`src/rtl/sram_axi_slave.sv`:
```
// AXI4 slave front-end for a single-port 32-bit SRAM macro: one read or write
// burst at a time, translated into CEB/WEB/A/D/BWEB strobes with Q returned on R.
module sram_axi_slave #(
  parameter int ID_W    = 8,
  parameter int SRAM_AW = 14
) (
  input  logic               ACLK,
  input  logic               ARESETn,
  // write address
  input  logic [ID_W-1:0]    AWID,
  input  logic [31:0]        AWADDR,
  input  logic [3:0]         AWLEN,
  input  logic [2:0]         AWSIZE,
  input  logic [1:0]         AWBURST,
  input  logic               AWVALID,
  output logic               AWREADY,
  // write data
  input  logic [31:0]        WDATA,
  input  logic [3:0]         WSTRB,
  input  logic               WLAST,
  input  logic               WVALID,
  output logic               WREADY,
  // write response
  output logic [ID_W-1:0]    BID,
  output logic [1:0]         BRESP,
  output logic               BVALID,
  input  logic               BREADY,
  // read address
  input  logic [ID_W-1:0]    ARID,
  input  logic [31:0]        ARADDR,
  input  logic [3:0]         ARLEN,
  input  logic [2:0]         ARSIZE,
  input  logic [1:0]         ARBURST,
  input  logic               ARVALID,
  output logic               ARREADY,
  // read data
  output logic [ID_W-1:0]    RID,
  output logic [31:0]        RDATA,
  output logic [1:0]         RRESP,
  output logic               RLAST,
  output logic               RVALID,
  input  logic               RREADY,
  // SRAM macro
  output logic               CEB,
  output logic               WEB,
  output logic [SRAM_AW-1:0] A,
  output logic [31:0]        D,
  output logic [31:0]        BWEB,
  input  logic [31:0]        Q
);

  localparam logic [1:0] ST_IDLE  = 2'd0;
  localparam logic [1:0] ST_READ  = 2'd1;
  localparam logic [1:0] ST_WRITE = 2'd2;
  localparam logic [1:0] ST_WRESP = 2'd3;

  localparam logic [SRAM_AW-1:0] ADDR_ONE = {{(SRAM_AW-1){1'b0}}, 1'b1};

  logic [1:0]         state_reg, state_next;
  logic               last_grant_reg, last_grant_next;  // 1: write was granted last
  logic [ID_W-1:0]    id_reg, id_next;
  logic [3:0]         len_reg, len_next;
  logic [3:0]         cnt_reg, cnt_next;
  logic [SRAM_AW-1:0] addr_reg, addr_next;
  logic               err_reg, err_next;

  logic               grant_r, grant_w;
  logic               last_beat;
  logic [31:0]        bweb_beat;

  // Size, burst type and address bits outside the window are accepted but ignored.
  logic unused_inputs;
  assign unused_inputs = ^{AWSIZE, AWBURST, ARSIZE, ARBURST,
                           AWADDR[31:SRAM_AW+2], AWADDR[1:0],
                           ARADDR[31:SRAM_AW+2], ARADDR[1:0]};

  genvar gi;
  generate
    for (gi = 0; gi < 4; gi++) begin : g_bweb
      assign bweb_beat[8*gi +: 8] = {8{~WSTRB[gi]}};
    end
  endgenerate

  // Round-robin only matters on a tie; a lone request always wins.
  assign grant_r   = ARVALID & (~AWVALID | last_grant_reg);
  assign grant_w   = AWVALID & (~ARVALID | ~last_grant_reg);
  assign last_beat = (cnt_reg == len_reg);

  assign RDATA = Q;
  assign RID   = id_reg;
  assign RRESP = 2'b00;
  assign BID   = id_reg;
  assign BRESP = err_reg ? 2'b10 : 2'b00;

  always_comb begin
    state_next      = state_reg;
    last_grant_next = last_grant_reg;
    id_next         = id_reg;
    len_next        = len_reg;
    cnt_next        = cnt_reg;
    addr_next       = addr_reg;
    err_next        = err_reg;
    AWREADY         = 1'b0;
    ARREADY         = 1'b0;
    WREADY          = 1'b0;
    BVALID          = 1'b0;
    RVALID          = 1'b0;
    RLAST           = 1'b0;
    CEB             = 1'b1;
    WEB             = 1'b1;
    A               = '0;
    D               = '0;
    BWEB            = '1;
    // Outputs are gated by reset so an in-flight burst drops its handshakes at once.
    if (ARESETn) begin
      case (state_reg)
        ST_IDLE: begin
          ARREADY = grant_r;
          AWREADY = grant_w;
          if (grant_r) begin
            CEB             = 1'b0;
            A               = ARADDR[SRAM_AW+1:2];
            id_next         = ARID;
            len_next        = ARLEN;
            addr_next       = ARADDR[SRAM_AW+1:2];
            cnt_next        = 4'd0;
            last_grant_next = 1'b0;
            state_next      = ST_READ;
          end else if (grant_w) begin
            id_next         = AWID;
            len_next        = AWLEN;
            addr_next       = AWADDR[SRAM_AW+1:2];
            cnt_next        = 4'd0;
            err_next        = 1'b0;
            last_grant_next = 1'b1;
            state_next      = ST_WRITE;
          end
        end
        ST_READ: begin
          RVALID = 1'b1;
          RLAST  = last_beat;
          if (RREADY) begin
            if (!last_beat) begin
              CEB       = 1'b0;
              A         = addr_reg + ADDR_ONE;
              addr_next = addr_reg + ADDR_ONE;
              cnt_next  = cnt_reg + 4'd1;
            end else begin
              state_next = ST_IDLE;
            end
          end
        end
        ST_WRITE: begin
          WREADY = 1'b1;
          if (WVALID) begin
            CEB       = 1'b0;
            WEB       = 1'b0;
            A         = addr_reg;
            D         = WDATA;
            BWEB      = bweb_beat;
            addr_next = addr_reg + ADDR_ONE;
            cnt_next  = cnt_reg + 4'd1;
            // A misplaced WLAST is flagged, but the beat count alone ends the burst.
            if (WLAST != last_beat) begin
              err_next = 1'b1;
            end
            if (last_beat) begin
              state_next = ST_WRESP;
            end
          end
        end
        ST_WRESP: begin
          BVALID = 1'b1;
          if (BREADY) begin
            state_next = ST_IDLE;
          end
        end
        default: state_next = ST_IDLE;
      endcase
    end
  end

  always_ff @(posedge ACLK) begin
    if (!ARESETn) begin
      state_reg      <= ST_IDLE;
      last_grant_reg <= 1'b1;
      id_reg         <= '0;
      len_reg        <= 4'd0;
      cnt_reg        <= 4'd0;
      addr_reg       <= '0;
      err_reg        <= 1'b0;
    end else begin
      state_reg      <= state_next;
      last_grant_reg <= last_grant_next;
      id_reg         <= id_next;
      len_reg        <= len_next;
      cnt_reg        <= cnt_next;
      addr_reg       <= addr_next;
      err_reg        <= err_next;
    end
  end

endmodule

```
`config.mk`:
```
export PLATFORM = sky130hd
export DESIGN_NAME = sram_axi_slave
export DESIGN_NICKNAME = d
export VERILOG_FILES = /design/src/rtl/sram_axi_slave.sv
export SDC_FILE = /design/constraint.sdc
export NUM_CORES = 1
export LEC_CHECK = 0
export BUFFER_PORTS_ARGS = -buffer_cell sky130_fd_sc_hd__buf_2
export CORE_AREA = 2 2 119 121
export CTS_BUF_LIST = sky130_fd_sc_hd__clkbuf_8
export CTS_CLUSTER_DIAMETER = 50
export DETAILED_ROUTE_END_ITERATION = 7
export DIE_AREA = 0 0 121 123
export GPL_TIMING_DRIVEN = 0
export PLACE_DENSITY = 0.66
export SETUP_SLACK_MARGIN = 0.2
export SYNTH_ARGS = -nofsm -noshare
export SYNTH_HDL_FRONTEND = slang
export SYNTH_SLANG_ARGS = --single-unit
```
`constraint.sdc`:
```
create_clock -name ACLK -period 4.05 [get_ports ACLK]
set_input_delay 0.2025 -clock ACLK [delete_from_list [all_inputs] [get_ports ACLK]]
set_output_delay 0.2025 -clock ACLK [all_outputs]
set_load 0.01 [all_outputs]
```
======== Word-level counts from Yosys, hierarchy flattened ========
Cells that the tools add are included.
word-level totals
  register bits ........................... 34
  input bits .............................. 174
  word-level logic and storage cells ...... 107
operators by class
  $add $sub $neg .......................... 2
  equality and inequality tests ........... 15
  multiplexer cells ....................... 64
  bitwise logic cells ..................... 11
  reduce and logical (&&, ||, !) cells .... 8
operators with widths
  kind                                                                   number
  32-bit 2-to-1 mux                                                      6
  14-bit 2-to-1 mux                                                      10
  14-bit one-hot mux with 3 select lines                                 2
  4-bit 2-to-1 mux                                                       7
  1-bit 2-to-1 mux                                                       25
  2-bit != test, second input constant                                   9
  2-bit 2-to-1 mux                                                       8
  8-bit 2-to-1 mux                                                       2
  14-bit by 1-bit adder with 14-bit output, second input constant        1
  4-bit one-hot mux with 3 select lines                                  1
  5-bit AND reduction                                                    2
  2-bit one-hot mux with 4 select lines                                  1
  1-bit NOT                                                              7
  6-bit AND reduction                                                    1
  4-bit by 1-bit adder with 4-bit output, second input constant          1
  2-bit equality test, second input constant                             2
  4-bit equality test                                                    1
  2-bit nonzero test                                                     2
  3-bit != test, second input constant                                   1
  1-bit one-hot mux with 3 select lines                                  1
  3-bit nonzero test                                                     1
  1-bit bitwise AND                                                      2
  2-bit by 1-bit equality test with 1-bit output, second input constant  1
  2-bit zero test                                                        1
  4 further kinds                                                        5

======== Depth between registers and ports, before layout ========
Gate-level depths: netlist of run 1.
  word-level depth ........................ 6
  gate-level depth with buffers ........... 9
  mapped depth without buffers ............ 7

======== Least setup slack after synthesis of run 1 ========
No wires, ideal clock.
  path type ............................... flip-flop to flip-flop
  start point ............................. register state_reg[0]
  end point ............................... register cnt_reg[3]
  arrival ................................. 1.805 ns
  slack ................................... 2.120 ns
  cell stages (with the launch flop) ...... 9
  path buffers ............................ 1
  clock period less this slack ............ 1.930 ns
  cells stage by stage .................... dfxtp_1 inv_1 ha_1 nand2b_1 o311ai_2 a211o_2 buf_4 o211ai_1 o41ai_1
between the ends
  cells in the longest elaborated chain, start to end .. 3
RTL lines
  what                                                                          line  source
  start: declaration                                                            59    logic [1:0] state_reg, state_next;
  start signal: assignment                                                      193   state_reg <= state_next;
  2-bit by 1-bit equality test with 1-bit output, or another cell as far along  116   case (state_reg)
  2-bit != test (no source line), or another cell as far along                  n/a
  5-bit AND reduction (no source line)                                          n/a
  end signal: assignment                                                        197   cnt_reg <= cnt_next;
  end: declaration                                                              63    logic [3:0] cnt_reg, cnt_next;
Several ways; a longest one is shown, not always the timed one.
A chain may end at the register's enable or synchronous reset.

======== Worst setup path in the final report of run 1 ========
  start point ............................. register state_reg[0]
  end point ............................... output port A[10]
between the ends
  cells in the longest elaborated chain, start to end .. 3
RTL lines
  what                                               line  source
  2-bit equality test, or another cell as far along  116
  14-bit one-hot mux with 3 select lines *           116
  14-bit 2-to-1 mux *                                115   if (ARESETn) begin
  end: declaration                                   46    output logic [SRAM_AW-1:0] A,
Every way passes the cells marked *; elsewhere a longest branch is shown, timed or not.

==> results of run 1 <==
==> worst max-delay path, cell delays in order, from the launching register on <==
cell and delay (ps):
dfxtp_1 360, inv_1 120, ha_1 320, and3_1 200, clkbuf_1 380, clkbuf_1 460
a22oi_1 120, a21oi_1 210, buf_2 170
==> layout by cell type (no fill, tap or decap), types with 4 or more instances in the layout <==
| cell type | synthesis | layout |
|---|---|---|
| buf_2 | 6 | 236 |
| nand3_1 | 30 | 30 |
| and3_1 | 5 | 5 |
| nand4_1 | 5 | 5 |
| xnor2_1 | 7 | 7 |
| o21ai_0 | 11 | 11 |
| and2_1 | 45 | 45 |
| nor2_1 | 29 | 29 |
| nand2_1 | 43 | 43 |
| mux2i_1 | 8 | 8 |
| xor2_1 | 4 | 4 |
| dfxtp_1 | 34 | 34 |
| a21oi_1 | 27 | 27 |
| a31o_2 | 5 | 5 |
| buf_4 | 73 | 73 |
| clkbuf_8 | 0 | 6 |
| o22ai_1 | 6 | 6 |
| a311oi_1 | 16 | 16 |
| inv_1 | 7 | 7 |
| clkbuf_1 | 23 | 23 |
| a222oi_1 | 6 | 6 |
| ha_1 | 8 | 8 |
| nor3_1 | 4 | 4 |
| nand2b_1 | 12 | 12 |
==> report_power, final <==
group	internal [W]	leakage, nW	switching (W)
registers	0.000453	0.280	0.000130
clock network	0.000137	0.0472	0.000137
logic	0.000695	2.11	0.000954
total	0.00128	2.44	0.00122
==> layer usage <==
layer	part of all wire, %	GRT usage [%]	vias up
li1	-	-	2006
met1	38	18.8	1822
met2	51	30.5	228
met3	8.7	3.27	31
met4	2.9	4.94	0
met5	0	0	-
==> Yosys cell counts (all sizes together) (2+ instances only) <==
cell type | instances | area, sq um
o22ai | 6 | 37.5
xor2 | 4 | 35.0
buf | 81 | 593
dfxtp | 34 | 681
nor4 | 2 | 18.8
a222oi | 6 | 60.1
and3 | 5 | 31.3
o21ai | 12 | 60.1
a221oi | 2 | 35.0
clkbuf | 23 | 86.3
nand2b | 12 | 75.1
o41ai | 2 | 17.5
o21a | 2 | 15.0
nor2b | 2 | 12.5
mux2i | 8 | 80.1
and2 | 47 | 297
nand4 | 5 | 31.3
o211ai | 3 | 22.5
nand3 | 30 | 150
nor3b | 2 | 15.0
a31o | 5 | 43.8
a311o | 2 | 20.0
nand2 | 44 | 168
nor3 | 4 | 20.0
or2 | 2 | 12.5
nor2 | 29 | 109
a21oi | 27 | 135
inv | 7 | 26.3
and4 | 2 | 17.5
a32o | 2 | 20.0
mux2 | 3 | 33.8
ha | 8 | 100
a311oi | 16 | 140
xnor2 | 7 | 61.3
==> area by class of cell <==
cell class / instances / area [sq um]
sequential: 34 / 681
clock inverter: 2 / 12.5
inverter: 7 / 26.3
buffer: 104 / 679
timing repair buffer: 230 / 1150
clock buffer: 6 / 82.6
tap: 180 / 225
fill: 1500 / 8760
multi-input combinational: 315 / 2000
==> logic make-up after synthesis <==
| logic type | Yosys count | synth area share, % |
|---|---|---|
| muxes | 11 | 3.37 |
| adders and majority gates | 8 | 2.97 |
| and+or+nand+nor | 190 | 29.4 |
| DFF | 34 | 20.2 |
| xor gates and xnor gates | 11 | 2.85 |
| buffers and inverters | 111 | 20.9 |
| AOI/OAI and AO/OA | 92 | 20.3 |
| other | 1 | 0.111 |
==> metrics by stage <==
stage	cells	hold WS, ps	area, sq um	total power, W	util [%]
after floorplan	460	365	3380	0.00172	-
after global placement	870	473	4760	0.00222	35.0
after detailed placement	870	476	4760	0.00223	35.0
after CTS	878	166	4850	0.00251	35.7
after global routing	878	176	4850	0.00269	35.7
final	878	172	4850	0.00251	35.7
==> worst max-delay path by stage <==
stage / start / to / slack [ps] / cells after the start
2_1_floorplan: state_reg[0]$_SDFFE_PN0P_ / cnt_reg[3]$_SDFFE_PN0P_ / 2120 / 8
5_1_grt: state_reg[0]$_SDFFE_PN0P_ / BWEB[14] / 970 / 8
3_3_place_gp: state_reg[0]$_SDFFE_PN0P_ / BWEB[14] / 1510 / 8
4_1_cts: state_reg[0]$_SDFFE_PN0P_ / BWEB[14] / 1160 / 8
3_5_place_dp: state_reg[0]$_SDFFE_PN0P_ / BWEB[14] / 1490 / 8
6_report: state_reg[0]$_SDFFE_PN0P_ / A[10] / 1230 / 8
==> flow_metrics.py, run 1 <==
metrics = {
    "cts": {
        "clk_pin_slew_ps": 80,
        "cts_root_buf": "clkbuf_8",
        "post_cts_resized": 0,
        "postCtsHoldBufs": 0,
        "cts_tree": "yes",
        "clk_path_buf_depth": 2,
        "insertion_delay_ps": 290,
        "clock-sinks": 34,
        "cts_setup_buffers": 0,
        "cts_buffers": 5,
        "htreeDepth": 2,
    },
    "grt": {
        "grt_overflow_total": 0,
        "antenna_found_initial": 5,
        "grt_pass1_wl_microns": 19000,
        "grtUsageTotal_pct": 16.4,
        "grt_pass1_vias": 3633,
        "grt_max_degree": 12,
    },
    "synth": {
        "avgSynthCellArea_sq_um": 7.37,
        "synth_cell_types": 55,
        "postSynth.asyncResetShare_pct": 0,
        "yosysWarnings": 0,
        "synth_edf_count": 0,
        "ys.flop_type": "dfxtp_1",
        "ys_seq_elements": 34,
        "syn_area_sq_mm": 0.00338,
        "ys_seq_area_share_pct": 20.2,
        "syn_inst": 458,
    },
    "sta": {
        "hold_viol": 0,
        "setup_viol": 0,
        "max_freq_mhz": 354,
        "setup_ws_ps": 1230,
        "tns_ps": 0,
        "rsz0062_at_grt": "no",
        "fin_skew_ps": 10.5,
        "final_max_slew_viol_count": 0,
        "worst_pin_slew_ps": 955,
        "finalCritPeriodShare_pct": 69.7,
        "relSlewSlack_pct": 35.5,
        "post-route-min-period_ps": 2820,
    },
    "min_path": {
        "whs_path_depth": 3,
        "min_to": "BID[7]$_SDFFE_PN0P_",
        "hold_start": "AWID[7]",
        "hold_class": "primary input to flop",
    },
    "route": {
        "drc": 0,
        "drt_iter0_drc": 219,
        "dr.pass1.iters": 5,
        "wl_per_cell_microns": 14.9,
        "viasPerCell": 4.65,
        "wirelength_microns": 13000,
        "ant_nets": 0,
        "num_vias": 4087,
    },
    "critical_path": {
        "critPathCaptureType": "output pin",
        "arrival_ps": 2620,
        "worstReg2RegStart": "state_reg[0]$_SDFFE_PN0P_",
        "reg2reg_depth": 9,
        "required_ps": 3850,
        "r2r-end": "len_reg[1]$_SDFFE_PN0P_",
        "rrSetupSlack_ps": 1540,
        "cp-start-kind": "flop",
        "critPathMaxFanout": 10,
        "critPathKind": "flop to output pin",
    },
    "die": {
        "row_count": 43,
        "die_w_microns": 121,
        "core_area_sq_mm": 0.0136,
        "ioPinCount": 312,
        "start_util_pct": 24.8,
        "die_h_microns": 123,
        "die-area_sq_mm": 0.0149,
    },
    "flow_run": {
        "drv_cap": 0,
    },
    "layout": {
        "drive_gt1_share_pct": 48.1,
        "largest_reg_flops": 14,
        "fin_nets": 879,
        "syn2layout_area_growth_pct": 43.8,
        "n_antenna_cell": 0,
    },
    "power_and_ir_drop": {
        "p_leak_nw": 2.44,
        "ir_drop_uv": 234,
        "power.density_mw_per_mm2": 516,
    },
    "placed_design": {
        "dp_slack_ps": 1490,
        "gp_congestion": 0.866,
        "portBuffers": 230,
        "dp_hpwl_microns": 10800,
    },
    "run_status": {
        "status": "completed",
    },
}
Note: power is estimated with default switching activity, not from simulation.
==> run 2, diff against run 1 <==
--- a/config.mk
+++ b/config.mk
@@ -5,14 +5,15 @@
 export SDC_FILE = /design/constraint.sdc
 export NUM_CORES = 1
 export LEC_CHECK = 0
+export ABC_AREA = 1
 export BUFFER_PORTS_ARGS = -buffer_cell sky130_fd_sc_hd__buf_2
-export CORE_AREA = 2 2 119 121
+export CORE_AREA = 2 2 120 122
 export CTS_BUF_LIST = sky130_fd_sc_hd__clkbuf_8
 export CTS_CLUSTER_DIAMETER = 50
 export DETAILED_ROUTE_END_ITERATION = 7
-export DIE_AREA = 0 0 121 123
+export DIE_AREA = 0 0 122 124
 export GPL_TIMING_DRIVEN = 0
-export PLACE_DENSITY = 0.66
+export PLACE_DENSITY = 0.67
 export SETUP_SLACK_MARGIN = 0.2
 export SYNTH_ARGS = -nofsm -noshare
 export SYNTH_HDL_FRONTEND = slang
==> constraint.sdc (replaced) <==
create_clock -name ACLK -period 2.75 [get_ports ACLK]
set_input_delay 0.1375 -clock ACLK [delete_from_list [all_inputs] [get_ports ACLK]]
set_output_delay 0.1375 -clock ACLK [all_outputs]
set_load 0.01 [all_outputs]
==> flow_metrics.py, run 2 <==
metrics = {
    "run_status": {
        "status": "completed",
    },
    "layout": {
        "layout_common_cells": "buf_2, nand2_1, nor2_1",
        "drive_gt1_share_pct": 41.0,
        "final_cells": 1054,
        "largest_reg_flops": 14,
        "fin_nets": 1055,
        "n_antenna_cell": 0,
        "utilization_pct": 37.3,
        "fill_cells": 1531,
        "layout_commonest_cell": "buf_2",
        "syn2layout_area_growth_pct": 41.0,
    },
    "sta": {
        "setup_viol": 0,
        "post-route-min-period_ps": 2400,
        "rsz0062_at_grt": "no",
        "hold_viol": 0,
        "max_freq_mhz": 417,
        "tns_ps": 0,
        "setup_ws_ps": 355,
        "finalCritPeriodShare_pct": 87.1,
        "fin_skew_ps": 16.3,
        "worst_pin_slew_ps": 605,
        "final_max_slew_viol_count": 0,
        "relSlewSlack_pct": 59.5,
    },
    "synth": {
        "syn_area_sq_mm": 0.00363,
        "syn_inst": 634,
        "synth_largest_area_cell": "dfxtp_1",
        "yosys-top-cells-area": "dfxtp_1, nand2_1, buf_4, nor2_1, inv_1",
        "ys_seq_area_share_pct": 18.7,
        "ys_seq_elements": 34,
        "ys.flop_type": "dfxtp_1",
        "yosysWarnings": 0,
        "postSynth.asyncResetShare_pct": 0,
        "avgSynthCellArea_sq_um": 5.73,
        "synth_edf_count": 0,
        "synth_most_common_cell": "nand2_1",
        "synth_cell_types": 34,
        "synth_common_cells": "nand2_1, nor2_1, inv_1",
        "yosys.area.top_type_share_pct": 18.7,
    },
    "route": {
        "dr.pass1.iters": 5,
        "wirelength_microns": 12500,
        "wl_per_cell_microns": 11.9,
        "drt_iter0_drc": 180,
        "num_vias": 4505,
        "viasPerCell": 4.27,
        "drc": 0,
        "ant_nets": 0,
    },
    "placed_design": {
        "dp_slack_ps": 413,
        "dp_hpwl_microns": 9890,
        "gp_congestion": 0.901,
        "portBuffers": 230,
        "placedCellCount": 1046,
    },
    "die": {
        "die_h_microns": 124,
        "core_area_sq_mm": 0.0137,
        "ioPinCount": 312,
        "start_util_pct": 26.5,
        "die-area_sq_mm": 0.0151,
        "die_w_microns": 122,
        "row_count": 43,
    },
    "grt": {
        "grt_max_degree": 12,
        "grt_pass1_wl_microns": 18700,
        "grt_overflow_total": 0,
        "antenna_found_initial": 0,
        "grt_pass1_vias": 3816,
        "grtUsageTotal_pct": 15.5,
    },
    "power_and_ir_drop": {
        "p_leak_nw": 2.99,
        "ir_drop_uv": 374,
        "total_power_w": 0.00355,
        "power.density_mw_per_mm2": 694,
    },
    "critical_path": {
        "arrival_ps": 2260,
        "cp-start-kind": "flop",
        "crit_end": "A[12]",
        "rrSetupSlack_ps": 630,
        "critPathCaptureType": "output pin",
        "critPathKind": "flop to output pin",
        "critPathMaxFanout": 10,
        "r2r-end": "cnt_reg[2]$_SDFFE_PN0P_",
        "startpoint": "state_reg[0]$_SDFFE_PN0P_",
        "worstReg2RegStart": "state_reg[0]$_SDFFE_PN0P_",
        "required_ps": 2610,
        "reg2reg_depth": 7,
    },
    "cts": {
        "cts_setup_buffers": 0,
        "htreeDepth": 2,
        "cts_buffers": 5,
        "cts_tree": "yes",
        "clock-sinks": 34,
        "clk_path_buf_depth": 2,
        "clk_pin_slew_ps": 80,
        "insertion_delay_ps": 300,
        "cts_root_buf": "clkbuf_8",
    },
    "min_path": {
        "hold_class": "primary input to flop",
        "hold_start": "AWID[1]",
        "whs_path_depth": 3,
    },
    "flow_run": {
        "drv_cap": 0,
    },
}
==> run 2: metal layers <==
metal,GRT usage [%],share of wire [%],routed length [microns]
met1,20.5,43,5380
met3,3.16,9.7,1210
met4,3.09,0.72,90
met2,26.2,47,5820
met5,0,0,0
==> run 2: stage by stage <==
stage / area [sq um] / hold slack [ps]
finish: 5120 / 94.6
global route: 5120 / 86.8
CTS: 5110 / 92.4
detailed placement: 5020 / 408
global placement: 5020 / 404
floorplan: 3640 / 276
==> run 2: kinds of logic (layout without fill, tap and decap cells) <==
kind of cell,Yosys count,after routing,share of synthesized area (%)
compound gates,69,69,11.4
xor+xnor,6,6,1.45
simple gates,333,333,37.6
flops,34,34,18.7
other cells,1,3,0.103
fa+ha+maj,8,8,2.76
buf+inv,183,421,28.0
==> run 2: what timing repair did <==
item | CTS | global route
pin swaps | 0 | 0
resized for setup | 2 | 3
setup endpoints to repair | 39 | 37
hold buffers | 0 | 0
==> run 2: cell type report <==
| class | instances | area, sq um | area share (%) |
|---|---|---|---|
| sequential | 34 | 681 | 13.3 |
| inverter | 89 | 337 | 6.57 |
| timing repair buffer | 230 | 1150 | 22.5 |
| clock buffer | 6 | 82.6 | 1.61 |
| tap | 180 | 225 | 4.40 |
| buffer | 94 | 683 | 13.3 |
| clock inverter | 2 | 12.5 | 0.244 |
| multi-input combinational | 419 | 1950 | 38.1 |
==> run 2: worst min path at each step <==
stage	end	slack, ps
2_1_floorplan	BID[2]$_SDFFE_PN0P_	280
3_3_place_gp	BID[4]$_SDFFE_PN0P_	400
3_5_place_dp	BID[2]$_SDFFE_PN0P_	410
4_1_cts	BID[2]$_SDFFE_PN0P_	90
5_1_grt	BID[1]$_SDFFE_PN0P_	90
6_report	BID[1]$_SDFFE_PN0P_	90
==> run 2: report_power, final <==
part           internal, W  total (W)  switching (W)
sequential        0.000662   0.000813       0.000151
clock             0.000202   0.000411       0.000209
combinational     0.000888    0.00233        0.00144
total              0.00175    0.00355        0.00180
==> run 2: worst max-delay path, stage by stage, from the launching register on <==
cell and delay, ps:
dfxtp_1 400, inv_1 120, ha_1 220, buf_6 140
nand2_1 260, clkbuf_2 340, o22ai_1 120, nor2_1 160
nor2_1 50, buf_2 140
